$ cat src/rtl/regfile_wb_arbiter_pkg.sv
// Shared definitions for the register-file writeback arbiter:
// register-file geometry, slot state encoding and a decode helper.
package regfile_wb_arbiter_pkg;

  localparam int RF_DATA_W   = 16;
  localparam int RF_ADDR_W   = 4;
  localparam int RF_NUM_REGS = 16;

  typedef enum logic {
    SLOT_EMPTY = 1'b0,
    SLOT_FULL  = 1'b1
  } slot_state_e;

  // One-hot decode of a register address, used by the pending-write scoreboard.
  function automatic logic [RF_NUM_REGS-1:0] addr_onehot(input logic [RF_ADDR_W-1:0] addr);
    logic [RF_NUM_REGS-1:0] vec;
    vec       = '0;
    vec[addr] = 1'b1;
    return vec;
  endfunction

endpackage

$ cat src/rtl/regfile_wb_arbiter_if.sv
// Writeback bus between the two writeback sources, the arbiter and the
// register-file write port. The arbiter connects through the slave modport.
interface regfile_wb_arbiter_if;
  import regfile_wb_arbiter_pkg::*;

  logic                   alu_valid;
  logic                   alu_ready;
  logic [RF_ADDR_W-1:0]   alu_addr;
  logic [RF_DATA_W-1:0]   alu_data;

  logic                   mem_valid;
  logic                   mem_ready;
  logic [RF_ADDR_W-1:0]   mem_addr;
  logic [RF_DATA_W-1:0]   mem_data;

  logic                   reg3_write;
  logic [RF_ADDR_W-1:0]   reg3_addr;
  logic [RF_DATA_W-1:0]   reg3_bus;

  logic [RF_NUM_REGS-1:0] pending_mask;

  modport master (
    output alu_valid, alu_addr, alu_data,
    output mem_valid, mem_addr, mem_data,
    input  alu_ready, mem_ready,
    input  reg3_write, reg3_addr, reg3_bus, pending_mask
  );

  modport slave (
    input  alu_valid, alu_addr, alu_data,
    input  mem_valid, mem_addr, mem_data,
    output alu_ready, mem_ready,
    output reg3_write, reg3_addr, reg3_bus, pending_mask
  );

endinterface

$ cat src/rtl/regfile_wb_arbiter_wb_slot.sv
// One-entry holding slot for a writeback source. Accepts on valid && ready,
// and may drain (when granted) and refill on the same edge.
module wb_slot
  import regfile_wb_arbiter_pkg::*;
(
  input  logic                 clk,
  input  logic                 rst_n,
  input  logic                 valid,
  input  logic [RF_ADDR_W-1:0] addr,
  input  logic [RF_DATA_W-1:0] data,
  input  logic                 grant,
  output logic                 ready,
  output logic                 accept,
  output logic                 full,
  output logic [RF_ADDR_W-1:0] held_addr,
  output logic [RF_DATA_W-1:0] held_data
);

  slot_state_e state, state_next;

  assign ready  = (state == SLOT_EMPTY) || grant;
  assign accept = valid && ready;
  assign full   = (state == SLOT_FULL);

  // Slot occupancy register, cleared asynchronously so held writes are discarded.
  always_ff @(posedge clk or negedge rst_n) begin
    if (!rst_n) state <= SLOT_EMPTY;
    else        state <= state_next;
  end

  // Refill wins over drain; a granted slot with no refill empties.
  always_comb begin
    state_next = state;
    if (accept)     state_next = SLOT_FULL;
    else if (grant) state_next = SLOT_EMPTY;
  end

  // Payload capture; not reset because the occupancy bit qualifies it.
  always_ff @(posedge clk) begin
    if (accept) begin
      held_addr <= addr;
      held_data <= data;
    end
  end

endmodule

$ cat src/rtl/regfile_wb_arbiter.sv
// Writeback arbiter sharing the register file's single write port between
// the ALU path (A) and the load path (M). Writes commit in acceptance order.
// Optional pending-write scoreboard: define REGFILE_WB_SCOREBOARD_EN.
module regfile_wb_arbiter
  import regfile_wb_arbiter_pkg::*;
(
  input  logic                 clk,
  input  logic                 rst_n,
  regfile_wb_arbiter_if.slave  bus
);

  logic                 a_full, m_full;
  logic                 a_grant, m_grant;
  logic                 a_accept, m_accept;
  logic [RF_ADDR_W-1:0] a_addr, m_addr;
  logic [RF_DATA_W-1:0] a_data, m_data;
  logic                 a_older;

  wb_slot u_alu_slot (
    .clk       (clk),
    .rst_n     (rst_n),
    .valid     (bus.alu_valid),
    .addr      (bus.alu_addr),
    .data      (bus.alu_data),
    .grant     (a_grant),
    .ready     (bus.alu_ready),
    .accept    (a_accept),
    .full      (a_full),
    .held_addr (a_addr),
    .held_data (a_data)
  );

  wb_slot u_mem_slot (
    .clk       (clk),
    .rst_n     (rst_n),
    .valid     (bus.mem_valid),
    .addr      (bus.mem_addr),
    .data      (bus.mem_data),
    .grant     (m_grant),
    .ready     (bus.mem_ready),
    .accept    (m_accept),
    .full      (m_full),
    .held_addr (m_addr),
    .held_data (m_data)
  );

  // A lone full slot is granted; with both full the older one goes first.
  assign a_grant = a_full && (!m_full || a_older);
  assign m_grant = m_full && (!a_full || !a_older);

  // Age tracking: a newcomer is younger than a slot still waiting; on a
  // simultaneous accept the load is treated as the earlier instruction.
  always_ff @(posedge clk or negedge rst_n) begin
    if (!rst_n)                             a_older <= 1'b0;
    else if (a_accept && m_accept)          a_older <= 1'b0;
    else if (a_accept && m_full && !m_grant) a_older <= 1'b0;
    else if (m_accept && a_full && !a_grant) a_older <= 1'b1;
  end

  assign bus.reg3_write = a_full || m_full;

  // Write-port mux from the granted slot; idle port presents zeros.
  always_comb begin
    bus.reg3_addr = '0;
    bus.reg3_bus  = '0;
    if (a_grant) begin
      bus.reg3_addr = a_addr;
      bus.reg3_bus  = a_data;
    end else if (m_grant) begin
      bus.reg3_addr = m_addr;
      bus.reg3_bus  = m_data;
    end
  end

`ifdef REGFILE_WB_SCOREBOARD_EN
  // Pending registers: destination of every held write; a same-register
  // refill keeps its bit set because the slot stays full.
  always_comb begin
    bus.pending_mask = '0;
    if (a_full) bus.pending_mask = bus.pending_mask | addr_onehot(a_addr);
    if (m_full) bus.pending_mask = bus.pending_mask | addr_onehot(m_addr);
  end
`else
  assign bus.pending_mask = '0;
`endif

endmodule

$ cat src/flat_wrapper.sv
// flat-port wrapper written by rule: the top's interface ports become plain ports
module regfile_wb_arbiter_flat import regfile_wb_arbiter_pkg::*;
  (clk, rst_n, bus_alu_valid, bus_alu_addr, bus_alu_data, bus_mem_valid, bus_mem_addr, bus_mem_data, bus_alu_ready, bus_mem_ready, bus_reg3_write, bus_reg3_addr, bus_reg3_bus, bus_pending_mask);
  regfile_wb_arbiter_if bus_i ();
  input  logic clk;
  input  logic rst_n;
  input wire logic [$bits(bus_i.alu_valid)-1:0] bus_alu_valid;
  input wire logic [$bits(bus_i.alu_addr)-1:0] bus_alu_addr;
  input wire logic [$bits(bus_i.alu_data)-1:0] bus_alu_data;
  input wire logic [$bits(bus_i.mem_valid)-1:0] bus_mem_valid;
  input wire logic [$bits(bus_i.mem_addr)-1:0] bus_mem_addr;
  input wire logic [$bits(bus_i.mem_data)-1:0] bus_mem_data;
  output wire logic [$bits(bus_i.alu_ready)-1:0] bus_alu_ready;
  output wire logic [$bits(bus_i.mem_ready)-1:0] bus_mem_ready;
  output wire logic [$bits(bus_i.reg3_write)-1:0] bus_reg3_write;
  output wire logic [$bits(bus_i.reg3_addr)-1:0] bus_reg3_addr;
  output wire logic [$bits(bus_i.reg3_bus)-1:0] bus_reg3_bus;
  output wire logic [$bits(bus_i.pending_mask)-1:0] bus_pending_mask;
  assign bus_i.alu_valid = bus_alu_valid;
  assign bus_i.alu_addr = bus_alu_addr;
  assign bus_i.alu_data = bus_alu_data;
  assign bus_i.mem_valid = bus_mem_valid;
  assign bus_i.mem_addr = bus_mem_addr;
  assign bus_i.mem_data = bus_mem_data;
  assign bus_alu_ready = bus_i.alu_ready;
  assign bus_mem_ready = bus_i.mem_ready;
  assign bus_reg3_write = bus_i.reg3_write;
  assign bus_reg3_addr = bus_i.reg3_addr;
  assign bus_reg3_bus = bus_i.reg3_bus;
  assign bus_pending_mask = bus_i.pending_mask;
  regfile_wb_arbiter u_core (.clk(clk), .rst_n(rst_n), .bus(bus_i));
endmodule
$ cat config.mk
export PLATFORM = sky130hd
export DESIGN_NAME = regfile_wb_arbiter_flat
export DESIGN_NICKNAME = d
export VERILOG_FILES = /design/src/rtl/regfile_wb_arbiter_pkg.sv /design/src/rtl/regfile_wb_arbiter_if.sv /design/src/rtl/regfile_wb_arbiter_wb_slot.sv /design/src/rtl/regfile_wb_arbiter.sv /design/src/flat_wrapper.sv
export SDC_FILE = /design/constraint.sdc
export NUM_CORES = 1
export LEC_CHECK = 0
export ABC_CLOCK_PERIOD_IN_PS = 3870
export CORE_UTILIZATION = 44
export DETAILED_ROUTE_END_ITERATION = 16
export MAX_ROUTING_LAYER = met4
export PLACE_DENSITY = 0.92
export SLEW_MARGIN = 20
export SYNTH_ARGS = -nofsm -noshare
export SYNTH_HDL_FRONTEND = slang
export SYNTH_HIERARCHICAL = 1
export SYNTH_SLANG_ARGS = --single-unit
$ cat constraint.sdc
create_clock -name clk -period 3.87 [get_ports clk]
set_input_delay 0.5805 -clock clk [delete_from_list [all_inputs] [get_ports clk]]
set_output_delay 0.5805 -clock clk [all_outputs]
set_load 0.01 [all_outputs]
==> impl_metrics.py, run 1 <==
metrics = {
    "global_route": {
        "grt_pass1_wl_mm": 5.69,
        "antenna_found_initial": 0,
        "grt_pass1_vias": 1143,
        "gr-total-overflow": 0,
        "grtUsageTotal_pct": 19.0,
        "grt_max_degree": 27,
    },
    "sta": {
        "finalHoldViolations": 0,
        "maxClockFrequency_mhz": 331,
        "slew_violations": 0,
        "period_share_pct": 78.0,
        "tightest_slew_ps": 917,
        "grt_setup_unrepaired": "false",
        "fin_skew_ps": 10.1,
        "final-setup-viol-count": 0,
        "finalCriticalPeriod_ps": 3020,
        "fin_tns_setup_ps": 0,
        "slew_headroom_pct": 38.9,
    },
    "cells_and_area": {
        "num_antenna_cells": 0,
        "drive_above_1_share_pct": 19.6,
        "syn2layout_area_growth_pct": 37.2,
        "post-route-util_pct": 62.7,
        "nets": 211,
        "fill_cells": 269,
    },
    "die": {
        "die_height_um": 66.4,
        "fp.dieW_um": 66.4,
        "start_util_pct": 45.7,
        "placementRows": 23,
        "ios": 83,
        "die_area_um2": 4410,
        "coreArea_um2": 4000,
    },
    "clock_tree": {
        "cts_tree": "built",
        "hold_buffers": 0,
        "cts_setup_buffers": 0,
        "clk_pin_slew_ps": 70,
        "cts_root_buf": "clkbuf_8",
        "cts_htree_levels": 2,
        "cts_resized": 0,
        "clock_latency_ps": 290,
        "numCtsBuffers": 5,
        "numClockSinks": 43,
        "cts_buffer_depth": 2,
    },
    "synth": {
        "ys_warn_count": 6,
        "yosys-top-cells-area": "edfxtp_1, a32o_2, buf_4",
        "synth_top_area_share_pct": 65.8,
        "syn-cell-area_um2": 1830,
        "ys_types": 19,
        "synth_top_area_cell": "edfxtp_1",
        "syn_inst": 102,
        "synth.avg_cell_area_um2": 17.9,
        "ys_seq_elements": 43,
        "synth_seq_area_share_pct": 69.9,
    },
    "route": {
        "routed_wl_mm": 3.78,
        "m1WireLength_mm": 1.44,
        "num_vias": 1106,
        "viasPerCell": 5.07,
        "first_iter_violations": 24,
        "dr.pass1.iters": 4,
        "met3_length_um": 193,
        "drtAntennaViolNets": 0,
        "wl_met2_mm": 2.09,
        "dr.max_layer_used": "met4",
        "route.detailed.drc": 0,
        "wl_per_cell_um": 17.3,
    },
    "place": {
        "hpwl_mm": 2.71,
        "portBuffers": 66,
        "gp_congestion": 0.737,
    },
    "run_status": {
        "status": "complete, no violations",
    },
    "setup_path": {
        "critPathKind": "reg -> out",
        "crit_path_end_kind": "output port",
        "cp_max_fo": 26,
        "start_kind": "register",
        "arrival_ps": 2440,
        "critPathRequiredTime_ps": 3290,
    },
    "job": {
        "cap_violations": 0,
    },
    "power": {
        "total_leakage_power_nw": 0.963,
        "ir_worst_vdd_mv": 0.455,
        "power_density_nw_per_um2": 666,
        "finalPower_mw": 1.67,
    },
    "hold_path": {
        "worstHoldPathType": "in -> async",
    },
}
==> power breakdown <==
group	internal (mW)	switching [mW]	total [mW]	leakage, nW
Combinational	0.404	0.307	0.711	0.510
Sequential	0.620	0.0645	0.685	0.412
Clock	0.126	0.146	0.272	0.0412
==> cells by family (layout without fill, tap and decap cells) <==
| logic type | count (synthesis) | in the layout | synth area share, % |
|---|---|---|---|
| AO/OA/AOI/OAI | 22 | 22 | 13.9 |
| AND/OR/NAND/NOR | 12 | 12 | 5.69 |
| other | 1 | 16 | 0.205 |
| buffers and inverters | 24 | 75 | 10.3 |
| flip-flops | 43 | 43 | 69.9 |
==> layer usage <==
metal	global-route usage, %	vias to the layer above
met5	-	-
met4	8.24	0
met3	5.00	4
met2	32.0	60
met1	21.1	540
li1	-	502
==> worst max-delay path: stages (launching register included) <==
cell	delay, ps
dfrtp_1	730
a21boi_4	640
nand2b_4	250
clkdlybuf4s50_1	530
==> synth_stat cells, drive strengths merged <==
cell type	number
conb	1
and2	3
nand2	1
buf	22
inv	1
and4b	1
clkbuf	1
a21boi	1
or2	1
a32o	20
a311o	1
nand2b	5
edfxtp	40
nor2b	1
dfrtp	3
==> final timing paths <==
kind / from / to / slack (ps) / cells after the start
setup / recovery: u_core/u_alu_slot/full / bus_mem_ready / 850 / 3
hold / removal: rst_n / u_core/u_alu_slot/full / 480 / 1
setup reg to reg: u_core/u_alu_slot/full / u_core/a_older / 1410 / 5
hold reg to reg: u_core/a_older / u_core/a_older / 650 / 1
max in group asynchronous: rst_n / u_core/u_mem_slot/full / 3240 / 1
min in group clk: u_core/a_older / u_core/a_older / 650 / 1
==> cell type report <==
| cell class | count | area [um^2] | share of cell area (%) |
|---|---|---|---|
| multi-input cells | 50 | 418 | 16.7 |
| inverters | 1 | 3.75 | 0.150 |
| flip-flops and latches | 43 | 1280 | 50.9 |
| well taps | 50 | 62.6 | 2.50 |
| clock inverters | 2 | 12.5 | 0.499 |
| clock buffers | 6 | 72.6 | 2.90 |
| repair buffers | 66 | 661 | 26.4 |
==> flip-flops by register name (all words and copies together), names as in the netlist <==
register	cells
u_core/u_mem_slot/held_addr	4
u_core/u_mem_slot/held_data	16
u_core/u_mem_slot/full	1
u_core/a_older	1
u_core/u_alu_slot/held_addr	4
u_core/u_alu_slot/full	1
u_core/u_alu_slot/held_data	16
==> per-stage QoR <==
stage / area [um^2] / hold WS (ps) / std cells / worst slack [ps]
floorplan: 1880 / 285 / 117 / 2010
global placement: 2420 / 593 / 210 / 1240
detailed placement: 2420 / 638 / 210 / 1160
CTS: 2510 / 479 / 218 / 860
global route: 2510 / 483 / 218 / 697
finish: 2510 / 480 / 218 / 853
==> placed cells by master (no fill, tap or decap) <==
cell type and instances:
conb_1 16, clkbuf_1 1, nand2b_4 3, a21boi_4 1, and2_4 2, or2_1 1
nand2b_1 2, nor2b_1 1, clkinv_2 1, dfrtp_1 3, a32o_2 20, and4b_1 1
and2_1 1, clkinvlp_4 1, edfxtp_1 40, a311o_1 1, clkdlybuf4s50_1 66, clkbuf_8 5
inv_1 1, nand2_1 1
Power figures use the tool's default switching activity.
==> inputs of run 2 (changes only) <==
--- a/config.mk
+++ b/config.mk
@@ -5,11 +5,11 @@
 export SDC_FILE = /design/constraint.sdc
 export NUM_CORES = 1
 export LEC_CHECK = 0
-export ABC_CLOCK_PERIOD_IN_PS = 3870
-export CORE_UTILIZATION = 44
+export ABC_CLOCK_PERIOD_IN_PS = 3010
+export CORE_UTILIZATION = 41
 export DETAILED_ROUTE_END_ITERATION = 16
 export MAX_ROUTING_LAYER = met4
-export PLACE_DENSITY = 0.92
+export PLACE_DENSITY = 0.87
 export SLEW_MARGIN = 20
 export SYNTH_ARGS = -nofsm -noshare
 export SYNTH_HDL_FRONTEND = slang
==> constraint.sdc (replaced) <==
create_clock -name clk -period 3.01 [get_ports clk]
set_input_delay 0.4515 -clock clk [delete_from_list [all_inputs] [get_ports clk]]
set_output_delay 0.4515 -clock clk [all_outputs]
set_load 0.01 [all_outputs]
==> run 2 against run 1 <==
Compared with the run above: clock-buffer cell count is the same; core utilization shrank 2.0 points; clock skew shrank 6.4 ps; critical path depth is the same.
==> impl_metrics.py, run 2 (same netlist as run 1, synthesis figures left out) <==
metrics = {
    "run_status": {
        "status": "complete, no violations",
    },
    "sta": {
        "tightest_slew_ps": 600,
        "period_share_pct": 88.2,
        "slew_headroom_pct": 59.9,
        "postLayoutSetupSlackWorst_ps": 356,
        "maxClockFrequency_mhz": 377,
        "finalHoldViolations": 0,
        "fin_tns_setup_ps": 0,
        "final-setup-viol-count": 0,
        "timing.hold.ws_ps": 344,
        "grt_setup_unrepaired": "false",
        "fin_skew_ps": 3.68,
        "slew_violations": 0,
        "finalCriticalPeriod_ps": 2650,
    },
    "setup_path": {
        "crit_chain": "a21boi_4, a32o_2, clkdlybuf4s50_1",
        "critPathKind": "reg -> out",
        "reg2reg_depth": 5,
        "start_kind": "register",
        "critPathTopFamily": "compound AO/OA/AOI/OAI gates",
        "slowest_delay_ps": 590,
        "crit_path_top_delay_cell": "a21boi_4",
        "path_buf_inv": 1,
        "worstReg2RegStart": "u_core/u_mem_slot/full",
        "cp_max_fo": 21,
        "arrival_ps": 2200,
        "critPathRequiredTime_ps": 2560,
        "crit_path_end_kind": "output port",
        "r2r_end": "u_core/a_older",
        "r2r_slack_ps": 790,
    },
    "cells_and_area": {
        "largest_registers": "u_core/u_alu_slot/held_data x16, u_core/u_mem_slot/held_data x16",
        "multi_input_area_um2": 418,
        "finalNonFillerCells": 219,
        "post-route-util_pct": 60.7,
        "register_area_um2": 1280,
        "fill_cells": 290,
        "mostFrequentLayoutCells": "clkdlybuf4s50_1, edfxtp_1, a32o_2, conb_1, clkbuf_8",
        "mostFrequentLayoutCell": "clkdlybuf4s50_1",
        "drive_above_1_share_pct": 20.1,
        "nets": 212,
        "num_antenna_cells": 0,
        "syn2layout_area_growth_pct": 37.6,
        "design_area_um2": 2510,
    },
    "place": {
        "portBuffers": 66,
        "placed_cells": 211,
        "gp_congestion": 0.737,
        "place_area_um2": 2430,
        "post-place-ws_ps": 692,
        "hpwl_mm": 2.67,
    },
    "clock_tree": {
        "cts_root_buf": "clkbuf_8",
        "cts_resized": 0,
        "clk_pin_slew_ps": 70,
        "hold_buffers": 0,
        "cts_buffer_depth": 2,
        "cts_tree": "built",
        "numCtsBuffers": 5,
        "cts_htree_levels": 2,
        "cts_setup_buffers": 0,
        "clock_latency_ps": 300,
        "numClockSinks": 43,
    },
    "global_route": {
        "antenna_found_initial": 0,
        "grt_pass1_vias": 1158,
        "gr-total-overflow": 0,
        "grt_pass1_wl_mm": 5.78,
        "grtUsageTotal_pct": 18.7,
        "grt_max_degree": 26,
    },
    "route": {
        "viasPerCell": 5.21,
        "routed_wl_mm": 3.94,
        "dr.pass1.iters": 4,
        "drtAntennaViolNets": 0,
        "first_iter_violations": 54,
        "wl_per_cell_um": 18.0,
        "route.detailed.drc": 0,
        "num_vias": 1142,
    },
    "die": {
        "start_util_pct": 44.1,
        "ios": 83,
        "placementRows": 23,
        "die_area_um2": 4730,
        "fp.dieW_um": 68.8,
        "coreArea_um2": 4140,
        "die_height_um": 68.8,
    },
    "power": {
        "power_density_nw_per_um2": 862,
        "finalPower_mw": 2.17,
        "total_leakage_power_nw": 0.968,
        "ir_worst_vdd_mv": 0.695,
    },
    "job": {
        "cap_violations": 0,
    },
    "hold_path": {
        "worstHoldPathType": "in -> async",
    },
}
==> run 2: worst max-delay path by stage <==
stage	slack, ps	depth (start not counted)	start	to
after global placement	760	3	u_core/u_mem_slot/full	bus_mem_ready
after detailed placement	690	3	u_core/u_mem_slot/full	bus_mem_ready
final	360	3	u_core/u_mem_slot/full	bus_reg3_bus[0]
after global routing	270	3	u_core/u_mem_slot/full	bus_mem_ready
after CTS	350	3	u_core/u_mem_slot/full	bus_reg3_bus[0]
after floorplan	1150	7	u_core/u_alu_slot/full	u_core/a_older
==> run 2: power breakdown <==
group	switching (mW)	internal (mW)	leakage [nW]
sequential	0.0570	0.798	0.412
clock	0.188	0.162	0.0412
combinational	0.438	0.524	0.515
total	0.683	1.48	0.968
==> run 2: per-layer routing <==
metal / GRT usage, % / wire length (um) / vias to the layer above
met2: 31.4 / 2200 / 67
met3: 5.92 / 250 / 8
met1: 20.7 / 1430 / 564
met5: - / 0 / -
li1: - / - / 503
met4: 7.40 / 65 / 0
==> run 2: cell type report <==
| cell class | count | share of cell area (%) |
|---|---|---|
| clock buffer | 6 | 2.89 |
| clock inverter | 2 | 0.498 |
| inverter | 1 | 0.149 |
| multi-input combinational | 50 | 16.6 |
| sequential | 43 | 50.8 |
| tap | 50 | 2.49 |
| timing repair buffer | 67 | 26.6 |
==> run 2: worst reg2reg max path: cells and delay by family, from the launching register on <==
family                 cells  cell delay (ps)
DFF                        1              520
buffers and inverters      1               90
and+or+nand+nor            2              600
AOI/OAI and AO/OA          2              910
==> inputs of run 3 (changes only) <==
==> constraint.sdc (replaced) <==
create_clock -name clk -period 3.01 [get_ports clk]
set_input_delay 0.4515 -clock clk [delete_from_list [all_inputs] [get_ports clk]]
set_output_delay 0.4515 -clock clk [all_outputs]
set_load 0.1 [all_outputs]
==> run 3 against run 2 <==
Compared with the run above: register-to-register slack gained 30 ps; global-route usage decreased by 0.18 points; cell count shrank 0.91%; flip-flop and latch count unchanged; core utilization up 4.7 points; clock skew shrank 2.0 ps; critical path depth did not move; sequential share of layout area decreased by 3.7 points; final area rose by 7.8%; critical path type unchanged.
==> impl_metrics.py, run 3 (same netlist as run 1, synthesis figures left out) <==
metrics = {
    "run_status": {
        "status": "complete, no violations",
    },
    "sta": {
        "finalCriticalPeriod_ps": 2260,
        "fin_skew_ps": 1.66,
        "maxClockFrequency_mhz": 442,
        "slew_violations": 0,
        "slew_headroom_pct": 61.4,
        "grt_setup_unrepaired": "false",
        "tightest_slew_ps": 577,
        "period_share_pct": 75.1,
        "finalHoldViolations": 0,
        "fin_tns_setup_ps": 0,
        "final-setup-viol-count": 0,
    },
    "global_route": {
        "grt_max_degree": 23,
        "antenna_found_initial": 0,
        "met2_usage_pct": 29.7,
        "gr-total-overflow": 0,
        "grtUsageTotal_pct": 18.5,
        "met1_usage_pct": 21.4,
        "met3_usage_pct": 5.10,
        "grt_pass1_vias": 1177,
        "busiest_layer": "met2",
        "grt_pass1_wl_mm": 5.66,
    },
    "cells_and_area": {
        "num_antenna_cells": 0,
        "drive_above_1_share_pct": 33.5,
        "mostFrequentLayoutCells": "clkdlybuf4s50_1, edfxtp_1, buf_12, a32o_2, conb_1",
        "mostFrequentLayoutCell": "clkdlybuf4s50_1",
        "multi_input_area_um2": 418,
        "largest_registers": "u_core/u_alu_slot/held_data x16, u_core/u_mem_slot/held_data x16",
        "fill_cells": 275,
        "register_area_um2": 1280,
        "syn2layout_area_growth_pct": 48.4,
        "nets": 212,
    },
    "place": {
        "hpwl_mm": 2.80,
        "portBuffers": 66,
        "gp_congestion": 0.773,
    },
    "setup_path": {
        "cp_max_fo": 21,
        "crit_path_end_kind": "output port",
        "arrival_ps": 1810,
        "path_buf_inv": 1,
        "slowest_delay_ps": 570,
        "start_kind": "register",
        "critPathKind": "reg -> out",
        "critPathTopFamily": "compound AO/OA/AOI/OAI gates",
        "crit_path_top_delay_cell": "a21boi_4",
        "crit_chain": "a21boi_4, a32o_2, buf_12",
        "critPathRequiredTime_ps": 2560,
    },
    "clock_tree": {
        "numClockSinks": 43,
        "cts_root_buf": "clkbuf_8",
        "cts_resized": 0,
        "cts_htree_levels": 2,
        "clk_pin_slew_ps": 70,
        "cts_tree": "built",
        "cts_setup_buffers": 0,
        "hold_buffers": 0,
        "numCtsBuffers": 5,
        "cts_buffer_depth": 2,
        "clock_latency_ps": 290,
    },
    "route": {
        "route.detailed.drc": 0,
        "viasPerCell": 5.04,
        "dr.pass1.iters": 4,
        "num_vias": 1094,
        "wl_per_cell_um": 17.5,
        "routed_wl_mm": 3.81,
        "first_iter_violations": 34,
        "drtAntennaViolNets": 0,
    },
    "die": {
        "fp.dieW_um": 68.8,
        "ios": 83,
        "die_height_um": 68.8,
        "die_area_um2": 4730,
        "placementRows": 23,
        "start_util_pct": 44.1,
        "coreArea_um2": 4140,
    },
    "hold_path": {
        "worstHoldPathType": "in -> async",
    },
    "job": {
        "cap_violations": 0,
    },
}
==> run 3: cell types whose count changed in the layout (fill, tap and decap cells not counted) <==
cell             change
clkdlybuf4s50_1     -23
buf_12              +21
buf_4                +2
clkbuf_1             -1
clkinv_2             -1
==> run 3: worst paths after layout <==
check                                  startpoint                endpoint  slack [ps]  cells after the start
min in group clk                   u_core/a_older          u_core/a_older         680                      1
hold reg to reg                    u_core/a_older          u_core/a_older         680                      1
hold / removal                              rst_n  u_core/u_alu_slot/full         340                      1
setup reg to reg           u_core/u_mem_slot/full          u_core/a_older         820                      5
setup / recovery           u_core/u_mem_slot/full        bus_reg3_bus[15]         750                      3
max in group asynchronous                   rst_n  u_core/u_mem_slot/full        2520                      1
==> run 3: metal layers <==
metal | routed length (um) | part of all wire (%)
met3 | 237 | 6.2
met5 | 0 | 0
met4 | 91 | 2.4
met1 | 1490 | 39
met2 | 1990 | 52
==> run 3: area by class of cell <==
| cell class | instances | share of cell area (%) |
|---|---|---|
| inverters | 1 | 0.139 |
| well taps | 50 | 2.31 |
| clock inverters | 1 | 0.277 |
| clock buffers | 5 | 2.54 |
| flip-flops and latches | 43 | 47.1 |
| multi-input cells | 50 | 15.4 |
| repair buffers | 67 | 32.2 |
==> run 3: worst register-to-register path: cells and delay by family (launching register included) <==
family / cells / cell delay (ps)
flops: 1 / 500
buf+inv: 1 / 80
simple gates: 2 / 600
compound gates: 2 / 890
==> run 3: per-stage QoR <==
step	worst slack [ps]	instances	cell area (um^2)	util [%]	hold slack, ps
after floorplan	909	117	1880	-	156
after global placement	942	211	2630	63.6	595
after detailed placement	828	211	2630	63.6	659
after global routing	640	217	2710	65.4	345
final	750	217	2710	65.4	344
after CTS	735	217	2710	65.4	345
Power of run 3 is left out: the tool's default activity adds up to more than one toggle a clock period on the data nets, which glitch-free logic cannot reach.
